**src/rtl/cnu_pkg.sv**
```systemverilog
// Shared constants and the min1/min2 result record for the check-node units.
package cnu_pkg;

  localparam int CN_DEGREE          = 6;
  localparam int QUAN_SIZE          = 3;
  localparam int MIN_INDEX_BITWIDTH = $clog2(CN_DEGREE);
  localparam int BUNDLE_W           = CN_DEGREE * QUAN_SIZE;

  typedef struct packed {
    logic [QUAN_SIZE-1:0]          m1;
    logic [QUAN_SIZE-1:0]          m2;
    logic [MIN_INDEX_BITWIDTH-1:0] min1_idx;
    logic [MIN_INDEX_BITWIDTH-1:0] min2_idx;
  } cnu_min_result_t;

endpackage

```
**src/rtl/cnu_min6_tree.sv**
```systemverilog
// Combinational min1/min2 finder over one six-message bundle.
module cnu_min6_tree
  import cnu_pkg::*;
(
  input  logic [BUNDLE_W-1:0] msg,
  output cnu_min_result_t     res
);

  // Strict '<' keeps the lowest position on ties, so equal inputs give m1 == m2
  // with min1_idx below min2_idx.
  always_comb begin
    logic [QUAN_SIZE-1:0] val;
    logic                 found;
    res   = '0;
    val   = '0;
    found = 1'b0;
    res.m1 = msg[QUAN_SIZE-1:0];
    for (int k = 1; k < CN_DEGREE; k++) begin
      val = msg[k*QUAN_SIZE +: QUAN_SIZE];
      if (val < res.m1) begin
        res.m1       = val;
        res.min1_idx = MIN_INDEX_BITWIDTH'(k);
      end
    end
    for (int k = 0; k < CN_DEGREE; k++) begin
      val = msg[k*QUAN_SIZE +: QUAN_SIZE];
      if ((MIN_INDEX_BITWIDTH'(k) != res.min1_idx) && (!found || (val < res.m2))) begin
        res.m2       = val;
        res.min2_idx = MIN_INDEX_BITWIDTH'(k);
        found        = 1'b1;
      end
    end
  end

endmodule

```
**src/rtl/cnu_min_arbiter.sv**
```systemverilog
// Round-robin share of one min1/min2 finder between NUM_REQ check-node requesters.
module cnu_min_arbiter
  import cnu_pkg::*;
#(
  parameter int NUM_REQ         = 4,
  parameter int REQ_ID_BITWIDTH = $clog2(NUM_REQ)
) (
  input  logic                          sys_clk,
  input  logic                          rst,
  input  logic [NUM_REQ-1:0]            req_valid,
  input  logic [NUM_REQ*BUNDLE_W-1:0]   req_msg,
  output logic [NUM_REQ-1:0]            req_ready,
  output logic                          res_valid,
  input  logic                          res_ready,
  output logic [REQ_ID_BITWIDTH-1:0]    res_id,
  output logic [QUAN_SIZE-1:0]          res_m1,
  output logic [QUAN_SIZE-1:0]          res_m2,
  output logic [MIN_INDEX_BITWIDTH-1:0] res_min1_idx,
  output logic [MIN_INDEX_BITWIDTH-1:0] res_min2_idx
);

  // Handshake: a beat moves on the rising edge where valid & ready are both 1.
  // Producers hold valid and data stable until that edge; ready may depend
  // combinationally on valid, never the other way round.

  logic                       op_valid;
  logic [REQ_ID_BITWIDTH-1:0] op_id;
  logic [BUNDLE_W-1:0]        op_msg;
  logic [REQ_ID_BITWIDTH-1:0] rr_ptr;
  logic [REQ_ID_BITWIDTH-1:0] rr_next;
  logic [REQ_ID_BITWIDTH-1:0] grant_id;
  logic [NUM_REQ-1:0]         grant;
  logic                       grant_any;
  logic [BUNDLE_W-1:0]        grant_msg;
  logic                       s1_en;
  logic                       s2_en;
  cnu_min_result_t            min_res;

  assign s2_en = ~res_valid | res_ready;
  assign s1_en = ~op_valid | s2_en;

  always_comb begin
    int idx;
    grant     = '0;
    grant_id  = '0;
    grant_any = 1'b0;
    idx       = 0;
    if (s1_en && !rst) begin
      for (int i = 0; i < NUM_REQ; i++) begin
        idx = int'(rr_ptr) + i;
        if (idx >= NUM_REQ) idx = idx - NUM_REQ;
        if (!grant_any && req_valid[idx]) begin
          grant[idx] = 1'b1;
          grant_id   = REQ_ID_BITWIDTH'(idx);
          grant_any  = 1'b1;
        end
      end
    end
  end

  assign req_ready = grant;
  assign grant_msg = req_msg[int'(grant_id)*BUNDLE_W +: BUNDLE_W];
  assign rr_next   = (int'(grant_id) == NUM_REQ - 1) ? '0 : grant_id + 1'b1;

  cnu_min6_tree u_min6_tree (
    .msg (op_msg),
    .res (min_res)
  );

  always_ff @(posedge sys_clk) begin
    if (rst) begin
      op_valid     <= 1'b0;
      op_id        <= '0;
      op_msg       <= '0;
      rr_ptr       <= '0;
      res_valid    <= 1'b0;
      res_id       <= '0;
      res_m1       <= '0;
      res_m2       <= '0;
      res_min1_idx <= '0;
      res_min2_idx <= '0;
    end else begin
      if (s1_en) begin
        op_valid <= grant_any;
        if (grant_any) begin
          op_msg <= grant_msg;
          op_id  <= grant_id;
          rr_ptr <= rr_next;
        end
      end
      // S2 drains and S1 refills on the same edge without losing the bundle.
      if (s2_en) begin
        res_valid <= op_valid;
        if (op_valid) begin
          res_id       <= op_id;
          res_m1       <= min_res.m1;
          res_m2       <= min_res.m2;
          res_min1_idx <= min_res.min1_idx;
          res_min2_idx <= min_res.min2_idx;
        end
      end
    end
  end

endmodule

```
**config.mk**
```make
export PLATFORM = sky130hd
export DESIGN_NAME = cnu_min_arbiter
export DESIGN_NICKNAME = d
export VERILOG_FILES = /design/src/rtl/cnu_pkg.sv /design/src/rtl/cnu_min6_tree.sv /design/src/rtl/cnu_min_arbiter.sv
export SDC_FILE = /design/constraint.sdc
export NUM_CORES = 1
export LEC_CHECK = 0
export ABC_AREA = 1
export CAP_MARGIN = 25
export CORE_MARGIN = 5
export CORE_UTILIZATION = 48
export DETAILED_ROUTE_END_ITERATION = 8
export HOLD_SLACK_MARGIN = 0.02
export MAX_ROUTING_LAYER = met4
export PLACE_DENSITY = 0.81
export SETUP_SLACK_MARGIN = 0.05
export SLEW_MARGIN = 20
export SYNTH_ARGS = -nofsm -noshare
export SYNTH_HDL_FRONTEND = slang
export SYNTH_SLANG_ARGS = --single-unit
```
**constraint.sdc**
```tcl
create_clock -name sys_clk -period 9.68 [get_ports sys_clk]
set_input_delay 1.452 -clock sys_clk [delete_from_list [all_inputs] [get_ports sys_clk]]
set_output_delay 1.452 -clock sys_clk [all_outputs]
set_load 0.03 [all_outputs]
```
Yosys cells after proc, flatten, opt, wreduce, memory -nomap -nowiden
Cells that the tools add are included.
{ "op_classes": {"n_mux": 76, "reduce_logical": 30, "mul": 1, "n_eq_ne": 6, "n_div": 0, "addsub": 8, "n_lt_le_gt_ge": 22, "n_bitwise": 7, "shifts": 1} }
{ "op_table": {"columns": ["op", "count"], "rows": [
  ["32-bit 2-to-1 mux", 8],
  ["32-bit by 1-bit greater-or-equal comparator with 1-bit output (second input constant)", 4],
  ["32-bit by 4-bit less-than comparator with 1-bit output (second input constant)", 4],
  ["72-bit by 8-bit indexed part select with 18-bit output", 1],
  ["3-bit 2-to-1 mux", 17],
  ["4-bit 2-to-1 mux", 8],
  ["3-bit less-than comparator", 10],
  ["1-bit 2-to-1 mux", 27],
  ["2-bit 2-to-1 mux", 8],
  ["1-bit logical AND", 13],
  ["4-bit OR", 3],
  ["3-bit by 3-bit subtractor with 4-bit output (second input constant)", 3],
  ["3-bit greater-or-equal comparator (second input constant)", 3],
  ["1-bit zero test", 9],
  ["1-bit binary-select mux with 2-bit select", 4],
  ["1-bit demux with 2-bit select", 4],
  ["2-bit by 2-bit adder with 3-bit output (second input constant)", 2],
  ["2-bit by 4-bit multiplier with 6-bit output (second input constant)", 1],
  ["2-bit by 3-bit != test with 1-bit output (first input constant)", 2],
  ["3-bit != test (first input constant)", 2],
  ["1-bit logical OR", 5],
  ["2-bit AND reduction", 2],
  ["2-bit by 3-bit subtractor with 4-bit output (second input constant)", 1],
  ["2-bit by 1-bit adder with 3-bit output (second input constant)", 1],
  ["other kinds (7)", 9]
]} }
{ "totals": {"latch_bits": 0, "in_bits": 79, "mem_bits_rw": 0, "out_inout_bits": 19, "romBits": 0, "word_cells": 161, "n_memories": 0, "reg_bits": 38} }

Logic depth before layout (Yosys ltp)
{ "logic_depth": {"ltp_word": 32, "depth_mapped": 72, "mapped_depth_nobuf": 72} }

Cells and area by module
Synthesis repeated with hierarchy kept, for this count alone.
{ "hier_totals": {"cells_unflattened": 582, "area_unflattened_um2": 3684.8} }
{ "modules_own_cells": {"columns": ["module", "n_inst", "seq_area_each_um2", "cells_per_inst", "area_per_inst_um2"], "rows": [
  ["cnu_min_arbiter", 1, 760.7, 391, 2501.1],
  ["cnu_min6_tree", 1, 0.0, 191, 1183.6]
]} }

Worst setup path before layout
OpenSTA, ideal clock, no wires.
{ "synth_path": {"path_kind": "register -> register", "start": "register op_msg[2]", "end": "register res_m2[0]", "slack_ns": 0.924, "path_stages_with_launch": 56, "setup_time_ns": 0.132, "required_ns": 9.548, "n_path_buf": 0, "arrival_ns": 8.623, "synth_period_minus_slack_ns": 8.756, "cell_sequence": "dfxtp_1 inv_1 ha_1 nand2_1 clkinv_1 nand2_2 nand2_2 nand2_1 o21ai_0 ha_1 a21oi_1 nand2_4 nand2_1 o21ai_0 ha_1 a21oi_1 nand2_4 nand2_1 (+20 left out) inv_1 nand2_4 o21ai_0 ha_1 a21oi_1 o21ai_0 inv_1 nand2_2 o21ai_0 ha_1 a211oi_1 nand2_4 o21ai_0 ha_1 a211oi_1 nand3_1 nand3_1 a21oi_1"} }
{ "synth_via": {"elab_chain_len": 32, "word_cells_on_any_way": 51, "classes_between": "10 x order compare; 5 x eq/ne; 20 x mux; 16 x reduce/logical"} }
{ "synth_lines": {"columns": ["item", "line_no", "rtl"], "rows": [
  ["from (decl)", "cnu_min_arbiter.sv:28", "logic [BUNDLE_W-1:0] op_msg;"],
  ["from (signal assigned)", "cnu_min_arbiter.sv:86", "op_msg <= grant_msg;"],
  ["3-bit less-than comparator", "cnu_min6_tree.sv:20", "if (val < res.m1) begin"],
  ["3-bit 2-to-1 mux", "cnu_min6_tree.sv:20", null],
  ["3-bit less-than comparator", "cnu_min6_tree.sv:20", null],
  ["3-bit 2-to-1 mux", "cnu_min6_tree.sv:20", null],
  ["3-bit less-than comparator", "cnu_min6_tree.sv:20", null],
  ["3-bit 2-to-1 mux", "cnu_min6_tree.sv:20", null],
  ["3-bit less-than comparator", "cnu_min6_tree.sv:20", null],
  ["3-bit 2-to-1 mux", "cnu_min6_tree.sv:20", null],
  ["(+16 left out)", null, null],
  ["3-bit less-than comparator / 1-bit zero test (equally long branches)", "cnu_min6_tree.sv:27", "if ((MIN_INDEX_BITWIDTH'(k) != res.min1_idx) && (!found || (val < res.m2))) begin"],
  ["1-bit logical OR", "cnu_min6_tree.sv:27", null],
  ["1-bit logical AND", "cnu_min6_tree.sv:27", null],
  ["3-bit 2-to-1 mux / 1-bit 2-to-1 mux (equally long branches)", "cnu_min6_tree.sv:27", null],
  ["3-bit less-than comparator / 1-bit zero test (equally long branches)", "cnu_min6_tree.sv:27", null],
  ["1-bit logical OR", "cnu_min6_tree.sv:27", null],
  ["1-bit logical AND", "cnu_min6_tree.sv:27", null],
  ["3-bit 2-to-1 mux (*)", "cnu_min6_tree.sv:27", null],
  ["to (signal assigned)", "cnu_min_arbiter.sv:97", "res_m2 <= min_res.m2;"],
  ["to (decl)", "cnu_min_arbiter.sv:17", "output logic [QUAN_SIZE-1:0] res_m2,"]
]} }
Mark *: on every way between the ends. The rest lies on a longest branch, timed or not.
A chain may end at the register's enable or synchronous reset.

Final worst setup path
{ "layout_path": {"start": "register op_msg[2]", "end": "register res_m2[1]"} }
The elaborated chain is that of the path after synthesis.

==> results.sh <==
export IMPL_synth_fp_nets=597
export IMPL_rsz0062_at_grt="no"
export IMPL_dieArea_sq_mm=0.008565
export IMPL_worstSetupEndpointType="flip-flop"
export IMPL_cts_sinks=38
export IMPL_cts_tree="done"
export IMPL_initial_core_util_pct=48.68
export IMPL_reg2reg_slack_ps=850
export IMPL_grt_max_degree=40
export IMPL_crit_required_ps=9900
export IMPL_period_needed_ps=8830
export IMPL_avgSynthCellArea_sq_um=6.675
export IMPL_post_route_drc_count=0
export IMPL_io_buffers=97
export IMPL_numCtsBuffers=5
export IMPL_skew_ps=6.886
export IMPL_setup_violations=0
export IMPL_cpMaxStageDelayCell="ha_1"
export IMPL_cts_setup_buffers=0
export IMPL_grt_overflow_total=0
export IMPL_via_per_inst=5.486
export IMPL_nNetsFinal=682
export IMPL_ant_nets=0
export IMPL_max_clock_path_buffers=2
export IMPL_place_hpwl_mm=7.295
export IMPL_cp_max_fo=9
export IMPL_drt_iter0_markers=137
export IMPL_hold_path_class="flip-flop to flip-flop"
export IMPL_yosys_cell_types_count=25
export IMPL_crit_path_max_incr_delay_ps=370
export IMPL_root_buffer="clkbuf_8"
export IMPL_drt_wl_total_mm=9.386
export IMPL_postCtsHoldBufs=0
export IMPL_timing_fmax_mhz=113.2
export IMPL_gp_congestion=0.9149
export IMPL_syn_inst=490
export IMPL_layout_setup_ws_ps=849.7
export IMPL_crit_path_frequent_cell="nand2_1"
export IMPL_synth_seq_cells=38
export IMPL_dr_pass1_iters=4
export IMPL_startpoint_type="flip-flop"
export IMPL_ys_seq_area_share_pct=23.26
export IMPL_io_pins=98
export IMPL_antenna_found_initial=0
export IMPL_drive_gt1_share_pct=13.02
export IMPL_yosysWarnings=0
export IMPL_synth_flop_cell="dfxtp_1"
export IMPL_cp_arrival_ps=9050
export IMPL_status="finished clean"
export IMPL_report_final_hold_viol_count=0
export IMPL_cts_max_level=2
export IMPL_core_sq_mm=0.006719
export IMPL_worstMarginPinSlew_ps=967.2
export IMPL_dp_slack_ps=-226.0
export IMPL_critPathKind="flip-flop to flip-flop"
export IMPL_vias=3599
export IMPL_grtUsageTotal_pct=22.62
export IMPL_die_h_um=92.55
export IMPL_slew_headroom_pct=35.37
export IMPL_grt_pass1_wl_mm=15.76
export IMPL_async_reset_ff_share_pct=0
export IMPL_grt_pass1_vias=3570
export IMPL_hold_ws_ps=457.2
export IMPL_rows=30
export IMPL_maxCapViolCount=0
export IMPL_synth_edf_count=0
export IMPL_worstSkewPairLatency_ps=300
export IMPL_fin_crit_sh_pct=91.22
export IMPL_synth_area_sq_mm=0.003271
export IMPL_fp_dieW_um=92.55
export IMPL_clk_pin_slew_ps=80
export IMPL_syn_to_final_growth_pct=37.68
export IMPL_n_antenna_cell=0
export IMPL_routedWlPerCell_um=14.31
export IMPL_timing_final_max_slew_violations=0
[cells in the mapped netlist (5+ instances only)]
cell	instances	area share, %
nand2_1	97	11
inv_1	66	7.6
a21oi_1	56	8.6
o21ai_0	45	6.9
dfxtp_1	38	23
ha_1	28	11
nor2_1	28	3.2
nand3_1	22	3.4
clkbuf_1	20	2.3
nand2_2	17	3.3
a221oi_1	13	3.5
a31o_2	13	3.5
nand2_4	12	4.1
o211ai_1	8	1.8
nand3_2	7	2.1
o221ai_1	5	1.3
o22ai_1	5	0.96
[timing repair]
| item | 4_1_cts | 5_1_grt |
|---|---|---|
| pin swaps | 0 | 4 |
| endpoints found under the setup margin | 6 | 6 |
| endpoints found under the hold margin | 0 | 0 |
| gates resized for setup | 3 | 22 |
[cell usage in the layout (no fill, tap or decap), types with 2 or more instances in the layout]
master	instances
clkdlybuf4s50_1	97
nand2_2	17
nor2_1	27
a21oi_2	6
inv_1	66
clkinv_1	2
a221oi_1	13
a21oi_1	51
a211oi_4	2
nand2_1	97
clkbuf_8	5
bufinv_16	2
nand3_1	22
o21ai_0	36
o221ai_1	5
o211ai_1	8
o21ai_1	7
o21ai_2	2
a31o_2	13
nand3_2	7
dfxtp_1	36
o22ai_1	5
nand2_4	12
ha_1	26
dfxtp_2	2
[critical path, delay by kind of cell (launching register included)]
family | cells | cell delay [ps]
buffers and inverters | 8 | 500
adder cells (fa/ha/maj) | 10 | 2890
AO/OA/AOI/OAI | 16 | 2230
flip-flops | 1 | 360
AND/OR/NAND/NOR | 33 | 2730
[cell families after synthesis]
family,count (synthesis),share of synthesized area [%]
buf+inv,89,10.33
compound gates,151,27.93
fa+ha+maj,28,10.71
flops,38,23.26
simple gates,184,27.77
[metal layers]
layer / vias up / part of all wire [%] / global-route usage [%]
li1: 1832 / - / -
met1: 1646 / 43 / 25.80
met2: 104 / 52 / 40.73
met3: 17 / 4.2 / 3.331
met4: 0 / 1.6 / 6.931
met5: - / 0 / -
[stage by stage]
| stage | cell area [sq um] | std cells | setup TNS (ps) | util [%] |
|---|---|---|---|---|
| finish | 4503 | 656 | 0 | 67.02 |
| global route | 4503 | 656 | 0 | 67.02 |
| CTS | 4418 | 655 | 0 | 65.75 |
| detailed placement | 4267 | 647 | -997.8 | 63.50 |
| global placement | 4267 | 647 | 0 | 63.50 |
| floorplan | 3271 | 490 | 0 | - |
[registers in the layout, summed over array words and instances (netlist names), 2 cells and up]
name and count:
rr_ptr 2, op_msg 18, res_id 2, res_min2_idx 3
res_min1_idx 3, res_m2 3, op_id 2, res_m1 3
[area by class of cell]
class,count,area (sq um)
Sequential cell,38,763.2
Tap cell,80,100.1
Clock inverter,3,68.82
Multi-Input combinational cell,363,2241
Clock buffer,5,68.82
Fill cell,588,2216
Timing Repair Buffer,99,1006
Inverter,68,255.2
[worst paths after layout]
kind	cells after the start	from	end
worst min register to register	2	op_id[1]$_SDFFE_PP0P_	res_id[1]$_SDFFE_PP0P_
worst min-delay path	2	op_id[1]$_SDFFE_PP0P_	res_id[1]$_SDFFE_PP0P_
worst max-delay path	67	op_msg[2]$_SDFFE_PP0P_	res_m2[1]$_SDFFE_PP0P_
worst max register to register	67	op_msg[2]$_SDFFE_PP0P_	res_m2[1]$_SDFFE_PP0P_
Power is not shown: default switching activity piles up to over one toggle a cycle in this logic, so the estimate is an artifact.
